## config.mk

```make
export PLATFORM = sky130hd
export DESIGN_NAME = ahb_bridge_arbiter
export DESIGN_NICKNAME = d
export VERILOG_FILES = /design/src/rtl/ahb_bridge_arbiter.sv
export SDC_FILE = /design/constraint.sdc
export NUM_CORES = 1
export LEC_CHECK = 0
export ABC_AREA = 1
export CAP_MARGIN = 15
export CORE_AREA = 2 2 161 163
export DETAILED_ROUTE_END_ITERATION = 8
export DIE_AREA = 0 0 163 165
export PLACE_DENSITY = 0.64
export SLEW_MARGIN = 20
export SYNTH_ARGS = -nofsm -noshare
export SYNTH_HDL_FRONTEND = slang
export SYNTH_SLANG_ARGS = --single-unit
```

## constraint.sdc

```tcl
create_clock -name Hclk -period 7.09 [get_ports Hclk]
set_input_delay 0.709 -clock Hclk [delete_from_list [all_inputs] [get_ports Hclk]]
set_output_delay 0.709 -clock Hclk [all_outputs]
set_load 0.01 [all_outputs]
```

## src/rtl/ahb_bridge_arbiter.sv

```systemverilog
`default_nettype none
// ============================================================================
// Module   : ahb_bridge_arbiter
// Brief    : Round-robin arbiter sharing the AHB-to-APB bridge slave port
//            among NUM_MASTERS requesters; sequences address then data phase.
//            Optional data-phase watchdog enabled by defining ARB_TIMEOUT_EN.
// Revision : 1.0 - initial release
// ============================================================================
module ahb_bridge_arbiter #(
    parameter int NUM_MASTERS = 4,
    parameter int AW          = 32,
    parameter int DW          = 32,
    parameter int MAX_HOLD    = 8,
    parameter int TIMEOUT_CYC = 64
) (
    input  logic                      Hclk,
    input  logic                      Hreset,
    input  logic [NUM_MASTERS-1:0]    m_req,
    input  logic [NUM_MASTERS-1:0]    m_write,
    input  logic [NUM_MASTERS*AW-1:0] m_addr,
    input  logic [NUM_MASTERS*DW-1:0] m_wdata,
    output logic [NUM_MASTERS-1:0]    m_grant,
    output logic [NUM_MASTERS-1:0]    m_done,
    output logic [NUM_MASTERS-1:0]    m_err,
    output logic [DW-1:0]             m_rdata,
    output logic [1:0]                Htrans,
    output logic                      Hwrite,
    output logic [AW-1:0]             Haddr,
    output logic [DW-1:0]             Hwdata,
    output logic                      Hreadyin,
    input  logic                      Hreadyout,
    input  logic [1:0]                Hresp,
    input  logic [DW-1:0]             Hrdata
);

    localparam int OW = (NUM_MASTERS > 1) ? $clog2(NUM_MASTERS) : 1;
    localparam int HW = $clog2(MAX_HOLD + 1);

    localparam logic [1:0] ST_IDLE = 2'd0;
    localparam logic [1:0] ST_ADDR = 2'd1;
    localparam logic [1:0] ST_DATA = 2'd2;

    localparam logic [1:0] HTRANS_IDLE   = 2'b00;
    localparam logic [1:0] HTRANS_NONSEQ = 2'b10;
    localparam logic [1:0] HRESP_ERROR   = 2'b01;

    localparam logic [OW:0]   NUM_M_W    = (OW + 1)'(NUM_MASTERS);
    localparam logic [OW-1:0] LAST_M     = OW'(NUM_MASTERS - 1);
    localparam logic [HW-1:0] MAX_HOLD_W = HW'(MAX_HOLD);

    logic [1:0]    state;
    logic [OW-1:0] owner;
    logic [OW-1:0] rr_ptr;
    logic [HW-1:0] hold_cnt;

    logic [OW-1:0] owner_succ;
    logic [OW-1:0] arb_base;
    logic [OW-1:0] arb_idx;
    logic [OW-1:0] sel_idx;
    logic [OW:0]   cand;
    logic          arb_valid;
    logic          xfer_ok;
    logic          timeout_hit;
    logic          keep_owner;
    logic          release_owner;
    logic          start_new;

    assign owner_succ = (owner == LAST_M) ? '0 : owner + OW'(1);

    // On release the search starts just past the outgoing owner, so that
    // requesters raised in the completion cycle compete fairly.
    assign arb_base = (state == ST_DATA) ? owner_succ : rr_ptr;

    always_comb begin
        arb_valid = 1'b0;
        arb_idx   = '0;
        cand      = '0;
        for (int i = 0; i < NUM_MASTERS; i++) begin
            cand = {1'b0, arb_base} + (OW + 1)'(i);
            if (cand >= NUM_M_W) begin
                cand = cand - NUM_M_W;
            end
            if (!arb_valid && m_req[cand[OW-1:0]]) begin
                arb_valid = 1'b1;
                arb_idx   = cand[OW-1:0];
            end
        end
    end

    assign xfer_ok       = (state == ST_DATA) && Hreadyout;
    assign keep_owner    = xfer_ok && m_req[owner] && (hold_cnt < MAX_HOLD_W);
    assign release_owner = (xfer_ok && !keep_owner) || timeout_hit;
    assign start_new     = ((state == ST_IDLE) || release_owner) && arb_valid;
    assign sel_idx       = keep_owner ? owner : arb_idx;

`ifdef ARB_TIMEOUT_EN
    localparam int            TW      = $clog2(TIMEOUT_CYC + 1);
    localparam logic [TW-1:0] TO_LAST = TW'(TIMEOUT_CYC - 1);

    logic [TW-1:0] to_cnt;

    // Counts consecutive stalled data-phase cycles; any ready or phase change clears it.
    always_ff @(posedge Hclk or posedge Hreset) begin
        if (Hreset) begin
            to_cnt <= '0;
        end else if ((state != ST_DATA) || Hreadyout) begin
            to_cnt <= '0;
        end else begin
            to_cnt <= to_cnt + TW'(1);
        end
    end

    assign timeout_hit = (state == ST_DATA) && !Hreadyout && (to_cnt == TO_LAST);
`else
    logic unused_timeout_cfg;

    assign unused_timeout_cfg = ^TIMEOUT_CYC;
    assign timeout_hit        = 1'b0;
`endif

    always_ff @(posedge Hclk or posedge Hreset) begin
        if (Hreset) begin
            state    <= ST_IDLE;
            owner    <= '0;
            rr_ptr   <= '0;
            hold_cnt <= '0;
            m_grant  <= '0;
            m_done   <= '0;
            m_err    <= '0;
            m_rdata  <= '0;
            Htrans   <= HTRANS_IDLE;
            Hwrite   <= 1'b0;
            Haddr    <= '0;
            Hwdata   <= '0;
            Hreadyin <= 1'b0;
        end else begin
            m_done <= '0;
            m_err  <= '0;

            if (xfer_ok) begin
                m_done[owner] <= 1'b1;
                if (Hresp == HRESP_ERROR) begin
                    m_err[owner] <= 1'b1;
                end
                if (!Hwrite) begin
                    m_rdata <= Hrdata;
                end
            end

            if (timeout_hit) begin
                m_err[owner] <= 1'b1;
            end

            if (release_owner) begin
                rr_ptr <= owner_succ;
            end

            if (keep_owner || start_new) begin
                state    <= ST_ADDR;
                owner    <= sel_idx;
                m_grant  <= NUM_MASTERS'(1) << sel_idx;
                Htrans   <= HTRANS_NONSEQ;
                Hwrite   <= m_write[sel_idx];
                Haddr    <= m_addr[sel_idx*AW +: AW];
                Hreadyin <= 1'b1;
                hold_cnt <= keep_owner ? hold_cnt + HW'(1) : HW'(1);
            end else if (release_owner) begin
                state    <= ST_IDLE;
                m_grant  <= '0;
                Htrans   <= HTRANS_IDLE;
                Hreadyin <= 1'b0;
                hold_cnt <= '0;
            end else if (state == ST_ADDR) begin
                state  <= ST_DATA;
                Htrans <= HTRANS_IDLE;
                Hwdata <= m_wdata[owner*DW +: DW];
            end
        end
    end

endmodule
`default_nettype wire

```

[After elaboration in Yosys (flattened, before gate mapping)]
Cells that the tools add are included.
Operators by class
  reduce and logical (&&, ||, !) cells: 20
  $add $sub $neg: 9
  bitwise operators: 3
  order comparisons: 12
  equal/unequal tests: 4
  mux-type cells: 44
  shift-type cells: 3
Operator list (number)
  $shiftx 128x8->32: 2
  $mux 2: 17
  $mux 4: 7
  $lt 2x3->1 const B: 6
  $mux 1: 13
  $bmux 1 s2: 6
  $ge 3x3->1 const B: 3
  $logic_and 1x1->1: 9
  $sub 2x1->2 const B: 4
  $add 2x2->3 const B: 2
  $add 4x1->4 const B: 1
  $eq 2x1->1 const B: 2
  $eq 2x2->1 const B: 2
  $logic_not 1->1: 4
  $lt 4x4->1 const B: 1
  $shl 1x2->4 const A: 1
  $add 2x1->3 const B: 1
  $ge 2x3->1 const B: 1
  $not 1->1: 3
  $reduce_and 3->1: 1
  $reduce_bool 3->1: 1
  $add 2x1->2 const B: 1
  $demux 1 s2: 1
  $ge 2x1->1 const B: 1
  4 further kinds: 5
Storage, ports and cells
  bits in registers: 122
  output and inout port bits: 112
  bits of input ports: 301
  logic and storage cells: 108

[Logic depth before layout (Yosys ltp)]
  depth in word-level cells: 21
  depth in mapped cells: 24

[Worst setup path before layout]
No wires, ideal clock.
  path type: register to register
  from: reg owner[0]
  to: reg Haddr[23]
  path buffers: 5
  slack: 4.104 ns
  arrival time: 2.870 ns
  period minus slack after synthesis: 2.986 ns
  stages on the path, launching flop included: 24
  data required time: 6.973 ns
  setup time: 0.117 ns
  cell sequence: dfrtp_1 buf_2 inv_2 clkbuf_1 buf_1 ha_1 inv_1 nand3_1 nand2_1 nand2_1 nand2_2 nand2_1 nand2_1 nand3_1 nand3_1 nand3_4 buf_6 buf_6 nand3_1 nand2_1 nand2_1 nand2_1 nand2_1 nand2_1
Between the ends
  longest elaborated chain between the ends: 19
  elaborated cells between the ends (all ways): 52
Ends and longest elaborated chain
  from (decl): line 52  | logic [OW-1:0] owner;
  from (signal assigned): line 160  | owner <= sel_idx;
  $add 2x1->2 / $eq 2x2->1 (equally long branches): line 68  | assign owner_succ = (owner == LAST_M) ? '0 : owner + OW'(1);
  $mux 2 (*): line 68
  net owner_succ[1]: line 56  | logic [OW-1:0] owner_succ;
  $mux 2 (*): line 72  | assign arb_base = (state == ST_DATA) ? owner_succ : rr_ptr;
  branches (longest 16 deep; another with $add 2x1->3)
  to (signal assigned): line 164  | Haddr <= m_addr[sel_idx*AW +: AW];
  to (decl): line 28  | output logic [AW-1:0] Haddr,
Mark *: on every way through the listed nets, which the timed path passes. The select of a mux whose other input is x is not followed.
A chain may end at the register's enable or synchronous reset.

[Final worst setup path]
  from: reg owner[0]
  to: reg Haddr[29]
Between the ends
  longest elaborated chain between the ends: 19
  elaborated cells between the ends (all ways): 52
Ends and longest elaborated chain
  branches (longest 19 deep; another with $add 2x1->3)
Parallel ways; which one is timed is not known. The select of a mux whose other input is x is not followed.

==> impl_metrics.env <==
export IMPL_period_minus_slack_ps=4340
export IMPL_cp_cell_sequence="buf_4 > ha_1 > nor2_1 > nand2_1 > nand2_2 > nand2_1 > nand2_1 > nand2_1 > nand2_2 > nor2_4 > nand3_2 > nand2_2 > nand3_4 > nand2_4 > nand2_1 > nand2_1 > nand2_1 > nand2_1 > nand2_1 > nand2_1"
export IMPL_min_path_type="reg2reg"
export IMPL_coreArea_um2=25000
export IMPL_synthCells=1012
export IMPL_h_tree_depth=4
export IMPL_setup_tns_ps=0
export IMPL_io_pin_count=413
export IMPL_first_iter_violations=612
export IMPL_hold_viol_final=0
export IMPL_tightest_slew_ps=1020
export IMPL_cts_buffers=17
export IMPL_tritoncts="built"
export IMPL_dieWidth_um=163
export IMPL_dp_hpwl_um=23000
export IMPL_clkSlewWorstSetupHoldPaths_ps=70
export IMPL_max_stage_delay_ps=680
export IMPL_nFillCells=2449
export IMPL_avgRoutedWirePerCell_um=18.2
export IMPL_gp_congestion=0.918
export IMPL_grt_antenna_before_repair=1
export IMPL_port_buffers=411
export IMPL_rsz0062_at_grt="false"
export IMPL_clock_fmax_mhz=231
export IMPL_finalSetupViolCount=0
export IMPL_dp_slack_ps=2870
export IMPL_num_rows=58
export IMPL_synth_seq_area_share_pct=40.8
export IMPL_p_per_area_nw_per_um2=158
export IMPL_leakagePower_nw=5.71
export IMPL_clock_latency_ps=410
export IMPL_cp_arrival_ps=4690
export IMPL_crit_buf_inv=1
export IMPL_critPathLaunchType="flop"
export IMPL_endpoint_kind="flop"
export IMPL_post_dp_cell_area_um2=11600
export IMPL_ctsResizeCount=0
export IMPL_clock_tree_root_cell="clkbuf_16"
export IMPL_peakVddDrop_mv=0.141
export IMPL_syn2layout_area_growth_pct=65.6
export IMPL_first_pass_iters=5
export IMPL_grt_overflow=0
export IMPL_synthesis_area_um2=7350
export IMPL_synth_seq_cells=120
export IMPL_period_share_pct=61.2
export IMPL_path_max_fanout=72
export IMPL_drive_above_1_share_pct=5.97
export IMPL_viasPerCell=4.79
export IMPL_worst_setup_path_type="reg2reg"
export IMPL_layout_common_cells="nand2_1, clkdlybuf4s50_1, nand3_1"
export IMPL_die_y_um=165
export IMPL_cts_buffer_depth=2
export IMPL_grt_use_total_pct=22.4
export IMPL_status="complete, no violations"
export IMPL_grt_pass1_wl_um=45900
export IMPL_numClockSinks=120
export IMPL_timing_max_cap_violations=0
export IMPL_stdcell_area_um2=12200
export IMPL_initial_core_util_pct=29.4
export IMPL_synth_area_per_cell_um2=7.26
export IMPL_finalWorstSetupSlack_ps=2750
export IMPL_fp_dieArea_um2=26900
export IMPL_slew_headroom_pct=31.8
export IMPL_clock_skew_ps=13.2
export IMPL_reg2reg_from="owner[0]"
export IMPL_critical_path_most_common_cell="nand2_1"
export IMPL_nets=1683
export IMPL_seq_area_um2=3000
export IMPL_reg2reg_depth=20
export IMPL_final_common_cell="nand2_1"
export IMPL_drt_wl_total_um=31300
export IMPL_utilization_pct=48.6
export IMPL_yosysUniqueCellTypes=33
export IMPL_multi_input_area_um2=3890
export IMPL_vias=8250
export IMPL_cp_required_ps=7440
export IMPL_crit_start="owner[0]"
export IMPL_slowest_stage="nand2_4"
export IMPL_synth_nets=1318
export IMPL_maxSlewViolCount=0
export IMPL_yosysWarnings=0
export IMPL_detail_route_drc_violations=0
export IMPL_post_cts_buffers=0
export IMPL_cp_depth=20
export IMPL_grt_max_degree=73
export IMPL_min_from="Haddr[19]"
export IMPL_hold_slack_ps=481
export IMPL_ant_nets=0
export IMPL_ctsHoldBuffers=0
export IMPL_grt_pass1_vias=7782
export IMPL_whs_path_depth=2
export IMPL_crit_family="simple AND/OR/NAND/NOR gates"
==> cells in the mapped netlist (all sizes together) <==
master,count,share of area [%]
nand2,491,26
or2,1,0.085
mux2,32,4.9
xor2,1,0.12
a21oi,36,2.5
conb,1,0.051
nand3,129,9.2
a21boi,1,0.26
nor2,15,1.0
clkbuf,30,1.5
inv,22,1.1
dfrtp,120,41
ha,5,0.85
o22ai,1,0.085
nor3,4,0.27
o31ai,1,0.10
o21ai,44,3.0
a32o,33,4.5
buf,43,3.8
nand4,2,0.17
==> layer usage <==
layer	share of wire (%)	track usage, %	routed length [µm]	up-vias
met3	6.0	4.60	1890	46
met5	0	0	0	-
met2	50	38.0	15600	274
met1	41	28.2	12900	3866
li1	-	-	-	4064
met4	2.9	8.53	893	0
==> worst reg2reg max path, delay by kind of cell (launching register included) <==
| kind | cells | cell delay, ps |
|---|---|---|
| buffers and inverters | 1 | 560 |
| and+or+nand+nor | 18 | 3000 |
| DFF | 1 | 360 |
| adders and majority gates | 1 | 360 |
==> power breakdown <==
part / switching [mW] / internal [mW]
sequential: 0.00442 / 0.691
clock: 0.363 / 0.538
combinational: 0.129 / 0.203
total: 0.497 / 1.43
==> through the flow <==
| stage | cells | power (mW) |
|---|---|---|
| 2_1_floorplan | 1012 | 0.832 |
| 3_3_place_gp | 1688 | 1.04 |
| 3_5_place_dp | 1688 | 1.04 |
| 4_1_cts | 1720 | 1.95 |
| 5_1_grt | 1721 | 2.02 |
| 6_report | 1721 | 1.93 |
==> layout make-up <==
type / count / area share (%)
diodes: 1 / 0.0206
clock buffers: 18 / 3.61
clock inverters: 14 / 1.35
inverters: 22 / 0.699
multi-input cells: 797 / 32.0
flip-flops and latches: 120 / 24.7
well taps: 330 / 3.39
repair buffers: 419 / 34.3
==> flip-flops by register name, indices dropped and copies added (netlist names) <==
signal / flops
hold_cnt: 4
state: 2
Haddr: 32
Hwrite: 1
Hwdata: 32
m_err: 4
m_grant: 4
m_rdata: 32
m_done: 4
rr_ptr: 2
Hreadyin: 1
owner: 2
==> kinds of logic after synthesis <==
logic type,share of synthesized area (%)
buffers and inverters,6.43
muxes,4.90
xor gates and xnor gates,0.119
other,0.0510
AOI/OAI and AO/OA,10.4
adders and majority gates,0.851
and+or+nand+nor,36.4
DFF,40.8
==> final timing paths <==
check	to	slack, ps
worst max-delay path	Haddr[29]	2750
worst min-delay path	Haddr[19]	480
worst max register to register	Haddr[29]	2750
worst min register to register	Haddr[19]	480
min in group asynchronous	m_rdata[22]	810
max in group asynchronous	owner[0]	4940
Power figures use the tool's default switching activity.
